==> config.mk <==
export PLATFORM = sky130hd
export DESIGN_NAME = control_unit
export DESIGN_NICKNAME = d
export VERILOG_FILES = /design/src/rtl/control_unit.sv
export SDC_FILE = /design/constraint.sdc
export NUM_CORES = 1
export LEC_CHECK = 0
export BUFFER_PORTS_ARGS = -buffer_cell sky130_fd_sc_hd__buf_2
export CAP_MARGIN = 20
export CORE_AREA = 5 5 42 44
export DETAILED_ROUTE_END_ITERATION = 7
export DIE_AREA = 0 0 47 49
export PLACE_DENSITY = 0.76
export SLEW_MARGIN = 20
export SYNTH_ARGS = -nofsm -noshare
export SYNTH_HDL_FRONTEND = slang
export SYNTH_SLANG_ARGS = --single-unit
==> constraint.sdc <==
create_clock -name Clk -period 2.2 [get_ports Clk]
set_input_delay 0.33 -clock Clk [delete_from_list [all_inputs] [get_ports Clk]]
set_output_delay 0.33 -clock Clk [all_outputs]
set_load 0.05 [all_outputs]
==> src/rtl/control_unit.sv <==
// control_unit: Moore FSM sequencing an 8-bit accumulator datapath.
// Fetch F0-F2, decode D3, execute S4-S8, HALT on unknown opcodes.
// Optional: CONTROL_UNIT_COND_BRANCH_EN enables BMI/BEQ/BCS; without it
// those opcodes halt like any other unknown opcode.
module control_unit (
  input  logic       Clk,
  input  logic       Reset,
  input  logic [7:0] IR,
  input  logic [3:0] CCR_Result,
  output logic       IR_Load,
  output logic       MAR_Load,
  output logic       PC_Load,
  output logic       PC_Inc,
  output logic       A_Load,
  output logic       B_Load,
  output logic       CCR_Load,
  output logic [2:0] ALU_Sel,
  output logic [1:0] Bus1_Sel,
  output logic [1:0] Bus2_Sel,
  output logic       write,
  output logic       halted
);

  localparam logic [7:0] OP_LDA_IMM = 8'h86, OP_LDB_IMM = 8'h88;
  localparam logic [7:0] OP_LDA_DIR = 8'h87, OP_LDB_DIR = 8'h89;
  localparam logic [7:0] OP_STA_DIR = 8'h96, OP_STB_DIR = 8'h97;
  localparam logic [7:0] OP_ADD = 8'h42, OP_DECA = 8'h47;
  localparam logic [7:0] OP_BRA = 8'h20, OP_BMI = 8'h21;
  localparam logic [7:0] OP_BEQ = 8'h23, OP_BCS = 8'h25;

  // S4N is the single PC_Inc step of a conditional branch that is not taken.
  typedef enum logic [3:0] {F0, F1, F2, D3, S4, S4N, S5, S6, S7, S8, HALT} state_t;

  state_t st, nxt;

  logic       is_imm, is_dir, is_st, is_alu, is_bra, is_cond, is_br, to_a;
  logic [7:0] alu_off;

  assign is_imm  = (IR == OP_LDA_IMM) || (IR == OP_LDB_IMM);
  assign is_dir  = (IR == OP_LDA_DIR) || (IR == OP_LDB_DIR);
  assign is_st   = (IR == OP_STA_DIR) || (IR == OP_STB_DIR);
  assign is_alu  = (IR >= OP_ADD) && (IR <= OP_DECA);
  assign is_bra  = (IR == OP_BRA);
  assign is_cond = (IR == OP_BMI) || (IR == OP_BEQ) || (IR == OP_BCS);
  assign is_br   = is_bra || is_cond;
  // LDA_* targets A, LDB_* targets B.
  assign to_a    = (IR == OP_LDA_IMM) || (IR == OP_LDA_DIR);
  // ALU opcodes 42..47 map straight onto ALU_Sel 0..5.
  assign alu_off = IR - OP_ADD;

`ifdef CONTROL_UNIT_COND_BRANCH_EN
  logic cond_taken;
  // Flag sampled during D3 to choose taken vs. not-taken path.
  always_comb begin
    cond_taken = 1'b0;
    case (IR)
      OP_BMI:  cond_taken = CCR_Result[3];
      OP_BEQ:  cond_taken = CCR_Result[2];
      OP_BCS:  cond_taken = CCR_Result[0];
      default: cond_taken = 1'b0;
    endcase
  end
`else
  logic unused_ccr;
  assign unused_ccr = ^CCR_Result;
`endif

  // State register; reset parks the machine in F0.
  always_ff @(posedge Clk or negedge Reset) begin
    if (!Reset) st <= F0;
    else        st <= nxt;
  end

  // Next state and Moore outputs; everything forced idle while Reset is low.
  always_comb begin
    nxt      = F0;
    IR_Load  = 1'b0;
    MAR_Load = 1'b0;
    PC_Load  = 1'b0;
    PC_Inc   = 1'b0;
    A_Load   = 1'b0;
    B_Load   = 1'b0;
    CCR_Load = 1'b0;
    ALU_Sel  = 3'b000;
    Bus1_Sel = 2'b00;
    Bus2_Sel = 2'b00;
    write    = 1'b0;
    halted   = 1'b0;
    case (st)
      F0:  nxt = F1;
      F1:  nxt = F2;
      F2:  nxt = D3;
      D3: begin
        if (is_imm || is_dir || is_st || is_alu || is_bra) nxt = S4;
`ifdef CONTROL_UNIT_COND_BRANCH_EN
        else if (is_cond) nxt = cond_taken ? S4 : S4N;
`endif
        else nxt = HALT;
      end
      S4:   nxt = is_alu ? F0 : S5;
      S4N:  nxt = F0;
      S5:   nxt = S6;
      S6:   nxt = (is_dir || is_st) ? S7 : F0;
      S7:   nxt = is_dir ? S8 : F0;
      S8:   nxt = F0;
      HALT: nxt = HALT;
      default: nxt = F0;
    endcase

    if (Reset) begin
      case (st)
        F0: begin MAR_Load = 1'b1; Bus2_Sel = 2'b01; end
        F1: PC_Inc = 1'b1;
        F2: begin IR_Load = 1'b1; Bus2_Sel = 2'b10; end
        S4: begin
          if (is_alu) begin
            ALU_Sel  = alu_off[2:0];
            A_Load   = 1'b1;
            CCR_Load = 1'b1;
          end else begin
            MAR_Load = 1'b1;
            Bus2_Sel = 2'b01;
          end
        end
        S4N: PC_Inc = 1'b1;
        // Branches use the operand as the target, so the PC is not stepped.
        S5: PC_Inc = !is_br;
        S6: begin
          Bus2_Sel = 2'b10;
          if (is_imm) begin
            A_Load = to_a;
            B_Load = !to_a;
          end else if (is_dir || is_st) begin
            MAR_Load = 1'b1;
          end else begin
            PC_Load = 1'b1;
          end
        end
        S7: begin
          if (is_st) begin
            Bus1_Sel = (IR == OP_STA_DIR) ? 2'b01 : 2'b10;
            write    = 1'b1;
          end
        end
        S8: begin
          Bus2_Sel = 2'b10;
          A_Load   = to_a;
          B_Load   = !to_a;
        end
        HALT: halted = 1'b1;
        default: ;
      endcase
    end
  end

endmodule

==> summary.txt, run 1 <==
Routing
  – Via-to-Cell Ratio: 5.55
  – Overall routed net length: 2230 microns
  – DRC viols: 0
  – Total vias in the final route: 810
  – Router iterations before antenna repair: 4
  – Final ANT Viol Nets: 0
  – DR iter-0 viols: 15
  – Routed len/inst: 15.3 microns

Worst setup path
  – Setup slack of the most critical reg-to-reg path: 0.76 ns
  – Worst path slowest cell: sky130_fd_sc_hd__dfrtp_1
  – Critical Setup Path Class: reg2out
  – Critical path fanouts, max: 4
  – Depth of the worst register-to-register path: 5
  – Endpoint class of the critical path: output port
  – Endpoint required time on the critical path: 1.87 ns
  – Cell Chain, Critical Path: nand2b_2 -> mux2i_4 -> buf_6 -> buf_4 -> buf_4 -> a32oi_2 -> o31ai_4 -> buf_6
  – Type of origin of the critical path: flop
  – Crit Reg-Reg Endpoint: st[3]
  – Startpoint of the worst register-to-register path: st[1]
  – Largest stage delay on the critical path: 0.41 ns
  – Arrival time of the worst setup path: 1.86 ns

Clocking
  – CTS tree: built
  – Number of clock sinks: 4
  – Clock transition at path regs: 0.03 ns
  – Max Buffers Root-to-Sink: 2
  – Skew-Pair Late Insertion Delay: 0.23 ns
  – Maximum level of the CTS H-tree: 1
  – Root buffer cell: sky130_fd_sc_hd__clkbuf_4
  – Total clock buffers created by CTS: 3

Power and ir drop
  – Pwr/cell area: 749 nW/um^2
  – VDD IR max: 0.525 mV
  – Leakage power of the design: 0.506 nW

Run
  – Number of violations of the max-capacitance limit: 0

Floorplan
  – Vert. Die Dim: 49 microns
  – # IOs: 30
  – Floorplan Core Area: 1400 sq um
  – X dimension of the die: 47 microns
  – Number of placement rows: 14
  – Starting Density: 0.388
  – Die area: 2300 sq um

Timing
  – Setup repair after global routing missed its margin: true
  – Clock Skews: 0.00148 ns
  – Setup-failing EPs final: 0
  – Min Clock Period, post-route: 2.19 ns
  – Max-slew violations: 0
  – Post-route worst hold slack: 0.455 ns
  – Number of failing hold endpoints at the final stage: 0
  – Normalized max-slew margin: 0.696
  – Final period util: 0.997
  – Max Fclk: 456 MHz
  – Transition time at the pin with the least slew margin: 0.449 ns

Final layout
  – Biggest register: st
  – Largest registers: st x4
  – Post-Layout Inst Area: 1060 sq um
  – NumNets Final: 146
  – Fraction of layout instances using a drive strength above 1: 0.600
  – Largest register FFs: 4
  – Area Growth Syn to Fin: 95.4%
  – Diodes inserted: 0

Yosys
  – Average cell area after synthesis: 6.89 sq um
  – Synthesized netlist net count: 93
  – Cell types occupying the most area after synthesis: sky130_fd_sc_hd__dfrtp_1 (18%), sky130_fd_sc_hd__nand2_1 (6.9%), sky130_fd_sc_hd__a21oi_1 (6.4%)
  – Portion of netlist area occupied by mux cells: 0.0184
  – Mapped cell area: 544 sq um
  – Number of unique standard cell types used by synthesis: 35
  – Synthesis Warnings: 0
  – Area share of the largest cell type after synthesis: 0.184
  – Post-synthesis compound-gate area fraction: 0.299
  – Top FF cell, synth: sky130_fd_sc_hd__dfrtp_1
  – Adder-cell share of the synthesized area: 0
  – Number of synthesized flops with an enable pin: 0
  – Leading post-synthesis cells by instance count: sky130_fd_sc_hd__nand2_1 (10), sky130_fd_sc_hd__a21oi_1 (7), sky130_fd_sc_hd__inv_1 (7), sky130_fd_sc_hd__nor2_1 (6)
  – Post-synthesis cell count: 79
  – Synth Area in XOR/XNOR: 0
  – Simple logic cell fraction of the synthesized area: 0.430
  – Flops & latches, synth: 4
  – Share of flip-flops with an asynchronous set or reset after synthesis: 1.00
  – Dominant combinational cell family by area after synthesis: simple AND/OR/NAND/NOR gates
  – Count leader, synth: sky130_fd_sc_hd__nand2_1
  – Library cell with the largest summed area after synthesis: sky130_fd_sc_hd__dfrtp_1
  – Seq/Total Area, Yosys: 0.184

Run status
  – Outcome: finished, final reports clean

Hold path
  – Endpoint with the worst hold slack: st[0]
  – Path category of the worst min-delay check: in2reg
  – Worst hold start: IR[0]
  – Hold path depth: 3

GRT
  – Via count of the first global-routing pass: 779
  – Initial antenna violation count: 0
  – Largest net degree at the start of global routing: 12
  – GRT Residual Overflow: 0
  – Overall track demand over capacity in global routing: 0.182
  – Wire length of the first global-routing pass: 3160 microns

Placement
  – Final estimated routing congestion in global placement: 0.864
  – Area after DPL: 868 sq um
  – IO buf count: 25
  – Dpl hpwl: 1510 microns
## critical path, delay by kind of cell, from the launching register on
| kind | cells | cell delay, ns |
|---|---|---|
| AOI/OAI and AO/OA | 2 | 0.30 |
| buffers and inverters | 4 | 0.49 |
| DFF | 1 | 0.41 |
| muxes | 1 | 0.19 |
| and+or+nand+nor | 1 | 0.24 |
## layout by cell type (no fill, tap or decap), types with 2 or more instances in the layout
cell type	count
sky130_fd_sc_hd__buf_4	27
sky130_fd_sc_hd__buf_2	16
sky130_fd_sc_hd__nand2_1	10
sky130_fd_sc_hd__inv_1	6
sky130_fd_sc_hd__a21oi_1	5
sky130_fd_sc_hd__clkbuf_4	5
sky130_fd_sc_hd__buf_6	5
sky130_fd_sc_hd__nor2_1	4
sky130_fd_sc_hd__nor3_1	3
sky130_fd_sc_hd__nand3b_1	2
sky130_fd_sc_hd__or3b_1	2
sky130_fd_sc_hd__or3_1	2
sky130_fd_sc_hd__nor2_2	2
sky130_fd_sc_hd__a21oi_2	2
sky130_fd_sc_hd__dfrtp_2	2
sky130_fd_sc_hd__dfrtp_1	2
## metrics by stage
stage           util  std cells  power, mW  TNS (ns)  worst slack (ns)
5_1_grt        0.759        146      0.852   -0.0690           -0.0393
4_1_cts        0.687        144      0.713         0         0.0000413
6_report       0.759        146      0.797         0           0.00707
2_1_floorplan      -         79      0.453    -0.298            -0.155
3_3_place_gp   0.620        136      0.574    -0.272            -0.187
3_5_place_dp   0.620        136      0.586    -0.284            -0.131
## metal layers
layer | global-route usage | up-vias | wire, microns | part of all wire
met4 | 0.0922 | 0 | 46 | 0.021
met1 | 0.180 | 368 | 800 | 0.36
met5 | 0 | - | 0 | 0
met2 | 0.342 | 34 | 1230 | 0.55
met3 | 0.0221 | 7 | 153 | 0.069
li1 | - | 401 | - | -
## power breakdown
| group | leakage [nW] | switching, mW | internal [mW] | total (mW) |
|---|---|---|---|---|
| registers | 0.0475 | 0.0605 | 0.105 | 0.166 |
| clock network | 0.0138 | 0.0284 | 0.0609 | 0.0893 |
| logic | 0.445 | 0.327 | 0.214 | 0.542 |
| total | 0.506 | 0.416 | 0.380 | 0.797 |
## layout make-up
type,count,area (sq um)
inverter,7,28.8
multi-input combinational,65,526
timing repair buffer,51,364
tap,16,20.0
clock buffer,3,22.5
fill,103,338
sequential,4,103
## kinds of logic (layout without fill, tap and decap cells)
| kind of cell | Yosys count | after routing |
|---|---|---|
| AOI/OAI and AO/OA | 22 | 22 |
| buffers and inverters | 10 | 61 |
| DFF | 4 | 4 |
| muxes | 1 | 1 |
| and+or+nand+nor | 42 | 42 |
## how the worst max path moves through the flow
stage	startpoint	end	slack [ns]	cells after the start
floorplan	st[1]	Bus1_Sel[0]	-0.15	5
finish	st[2]	A_Load	0.007	8
CTS	IR[1]	A_Load	0.00004	7
detailed placement	IR[1]	MAR_Load	-0.13	7
global placement	IR[1]	MAR_Load	-0.19	7
global route	st[1]	A_Load	-0.04	8
## repair_timing
item                                   CTS  global route
setup endpoints to repair                5             9
resized for setup                       10            23
buffers inserted                         4             2
endpoints found under the hold margin    4             0
hold buffers                             1             0
cloned                                   0             0
pin swaps                                3             6
Note: power is estimated with default switching activity, not from simulation.
==> run 2, diff against run 1 <==
--- a/config.mk
+++ b/config.mk
@@ -5,12 +5,12 @@
 export SDC_FILE = /design/constraint.sdc
 export NUM_CORES = 1
 export LEC_CHECK = 0
-export BUFFER_PORTS_ARGS = -buffer_cell sky130_fd_sc_hd__buf_2
 export CAP_MARGIN = 20
 export CORE_AREA = 5 5 42 44
 export DETAILED_ROUTE_END_ITERATION = 7
 export DIE_AREA = 0 0 47 49
-export PLACE_DENSITY = 0.76
+export DONT_BUFFER_PORTS = 1
+export PLACE_DENSITY = 0.56
 export SLEW_MARGIN = 20
 export SYNTH_ARGS = -nofsm -noshare
 export SYNTH_HDL_FRONTEND = slang
==> run 2 against run 1 <==
Net effect:
- the flow now finishes with violations (negative setup slack)
- hold slack lost 0.16 ns
- global-route usage down 1.1 points
- sequential cell count unchanged
- cell area is 8.1% lower
- non-clock buffer count is 19 lower
- fmax decreased by 0.98%
- via count is 3.6% lower
- sequential power decreased by 4%
- critical path type unchanged
- largest cell class unchanged
==> summary.txt, run 2 (synthesis results as in run 1) <==
Run status
  – Outcome: finished, violations left
  – Violated checks: negative setup slack

Power and ir drop
  – Leakage power of the design: 0.423 nW
  – Pwr/cell area: 809 nW/um^2
  – VDD IR max: 0.592 mV

Final layout
  – Filler cell count in the final layout: 121
  – Largest register FFs: 4
  – Area Growth Syn to Fin: 79.5%
  – NumNets Final: 127
  – Post-Layout Inst Area: 977 sq um
  – Storage cell area: 103 sq um
  – Leading cell types in the layout, fill and taps excluded: sky130_fd_sc_hd__buf_4 (24), sky130_fd_sc_hd__nand2_1 (10), sky130_fd_sc_hd__inv_1 (6)
  – Fraction of layout instances using a drive strength above 1: 0.495
  – Diodes inserted: 0
  – Multi-input gate area in the final layout: 493 sq um
  – Biggest register: st
  – Largest registers: st x4
  – Most common cell after layout, fill and taps aside: sky130_fd_sc_hd__buf_4

Timing
  – Clock Skews: 0.00203 ns
  – Max-slew violations: 0
  – Number of failing hold endpoints at the final stage: 0
  – Total negative slack: -0.0147 ns
  – Final period util: 1.01
  – Min Clock Period, post-route: 2.21 ns
  – Max Fclk: 452 MHz
  – Post-layout worst setup margin: -0.0147 ns
  – Transition time at the pin with the least slew margin: 0.523 ns
  – Setup repair after global routing missed its margin: true
  – Setup-failing EPs final: 1
  – Normalized max-slew margin: 0.646

Floorplan
  – Floorplan Core Area: 1400 sq um
  – Starting Density: 0.388
  – X dimension of the die: 47 microns
  – Vert. Die Dim: 49 microns
  – Number of placement rows: 14
  – # IOs: 30
  – Die area: 2300 sq um

Worst setup path
  – Critical path fanouts, max: 4
  – Critical Setup Path Class: reg2out
  – Arrival time of the worst setup path: 1.88 ns
  – Endpoint required time on the critical path: 1.87 ns
  – Type of origin of the critical path: flop
  – Endpoint class of the critical path: output port

Routing
  – Total vias in the final route: 781
  – Router iterations before antenna repair: 4
  – Overall routed net length: 2060 microns
  – Final ANT Viol Nets: 0
  – Routed len/inst: 16.2 microns
  – DR iter-0 viols: 49
  – Via-to-Cell Ratio: 6.15
  – DRC viols: 0

Clocking
  – Total clock buffers created by CTS: 3
  – Clock transition at path regs: 0.04 ns
  – Root buffer cell: sky130_fd_sc_hd__clkbuf_4
  – CTS tree: built
  – Skew-Pair Late Insertion Delay: 0.23 ns
  – Number of clock sinks: 4
  – Max Buffers Root-to-Sink: 2
  – Maximum level of the CTS H-tree: 1

Placement
  – Final estimated routing congestion in global placement: 0.812
  – Area after DPL: 833 sq um
  – Dpl hpwl: 1350 microns
  – Post-Place Setup Slack: 0.106 ns
  – IO buf count: 0

GRT
  – Wire length of the first global-routing pass: 2970 microns
  – Overall track demand over capacity in global routing: 0.171
  – Via count of the first global-routing pass: 704
  – Largest net degree at the start of global routing: 12
  – Initial antenna violation count: 0
  – GRT Residual Overflow: 0

Hold path
  – Path category of the worst min-delay check: in2reg

Run
  – Number of violations of the max-capacitance limit: 0
run 2: area by class of cell:
| cell class | instances | share of cell area |
|---|---|---|
| multi-input cells | 65 | 0.504 |
| repair buffers | 32 | 0.320 |
| flip-flops and latches | 4 | 0.105 |
| inverters | 7 | 0.0269 |
| clock buffers | 3 | 0.0230 |
| well taps | 16 | 0.0205 |
run 2: stage by stage:
stage	instances	total power [mW]	utilization	hold WS, ns
final	127	0.790	0.697	0.297
after global placement	114	0.565	0.595	0.0346
after floorplan	79	0.453	-	0.0344
after CTS	126	0.727	0.669	0.275
after global routing	127	0.844	0.697	0.303
after detailed placement	114	0.571	0.595	0.0346
run 2: path summary, 6_finish.rpt:
kind                        from     end  slack [ns]  depth (start not counted)
setup / recovery           st[1]  A_Load       -0.01                          6
hold / removal             IR[0]   st[0]        0.30                          2
setup reg to reg           st[1]   st[3]        0.80                          5
hold reg to reg            st[3]   st[0]        0.56                          1
max in group asynchronous  Reset   st[0]        1.62                          1
min in group asynchronous  Reset   st[2]        0.38                          1
run 2: layer usage:
layer,vias up,part of all wire,track usage
li1,366,-,-
met1,361,0.37,0.192
met2,44,0.53,0.285
met3,10,0.066,0.0332
met4,0,0.039,0.0968
met5,-,0,0
run 2: timing repair:
item,in CTS,in global routing
setup buffers,8,1
gates resized for setup,4,9
pin swaps,1,3
setup endpoints to repair,2,9
hold buffers,1,0
hold endpoints to repair,4,0
run 2: critical path, stage by stage, from the launching register on:
cell and delay (ns):
sky130_fd_sc_hd__dfrtp_2 0.43, sky130_fd_sc_hd__inv_2 0.11, sky130_fd_sc_hd__mux2i_2 0.26, sky130_fd_sc_hd__nand3_1 0.13
sky130_fd_sc_hd__or2_4 0.27, sky130_fd_sc_hd__o31ai_4 0.28, sky130_fd_sc_hd__buf_12 0.17
run 2: power by group:
group	total [mW]	switching, mW	internal [mW]	leakage [nW]
combinational	0.545	0.309	0.235	0.362
clock	0.0869	0.0262	0.0607	0.0138
sequential	0.159	0.0536	0.105	0.0475
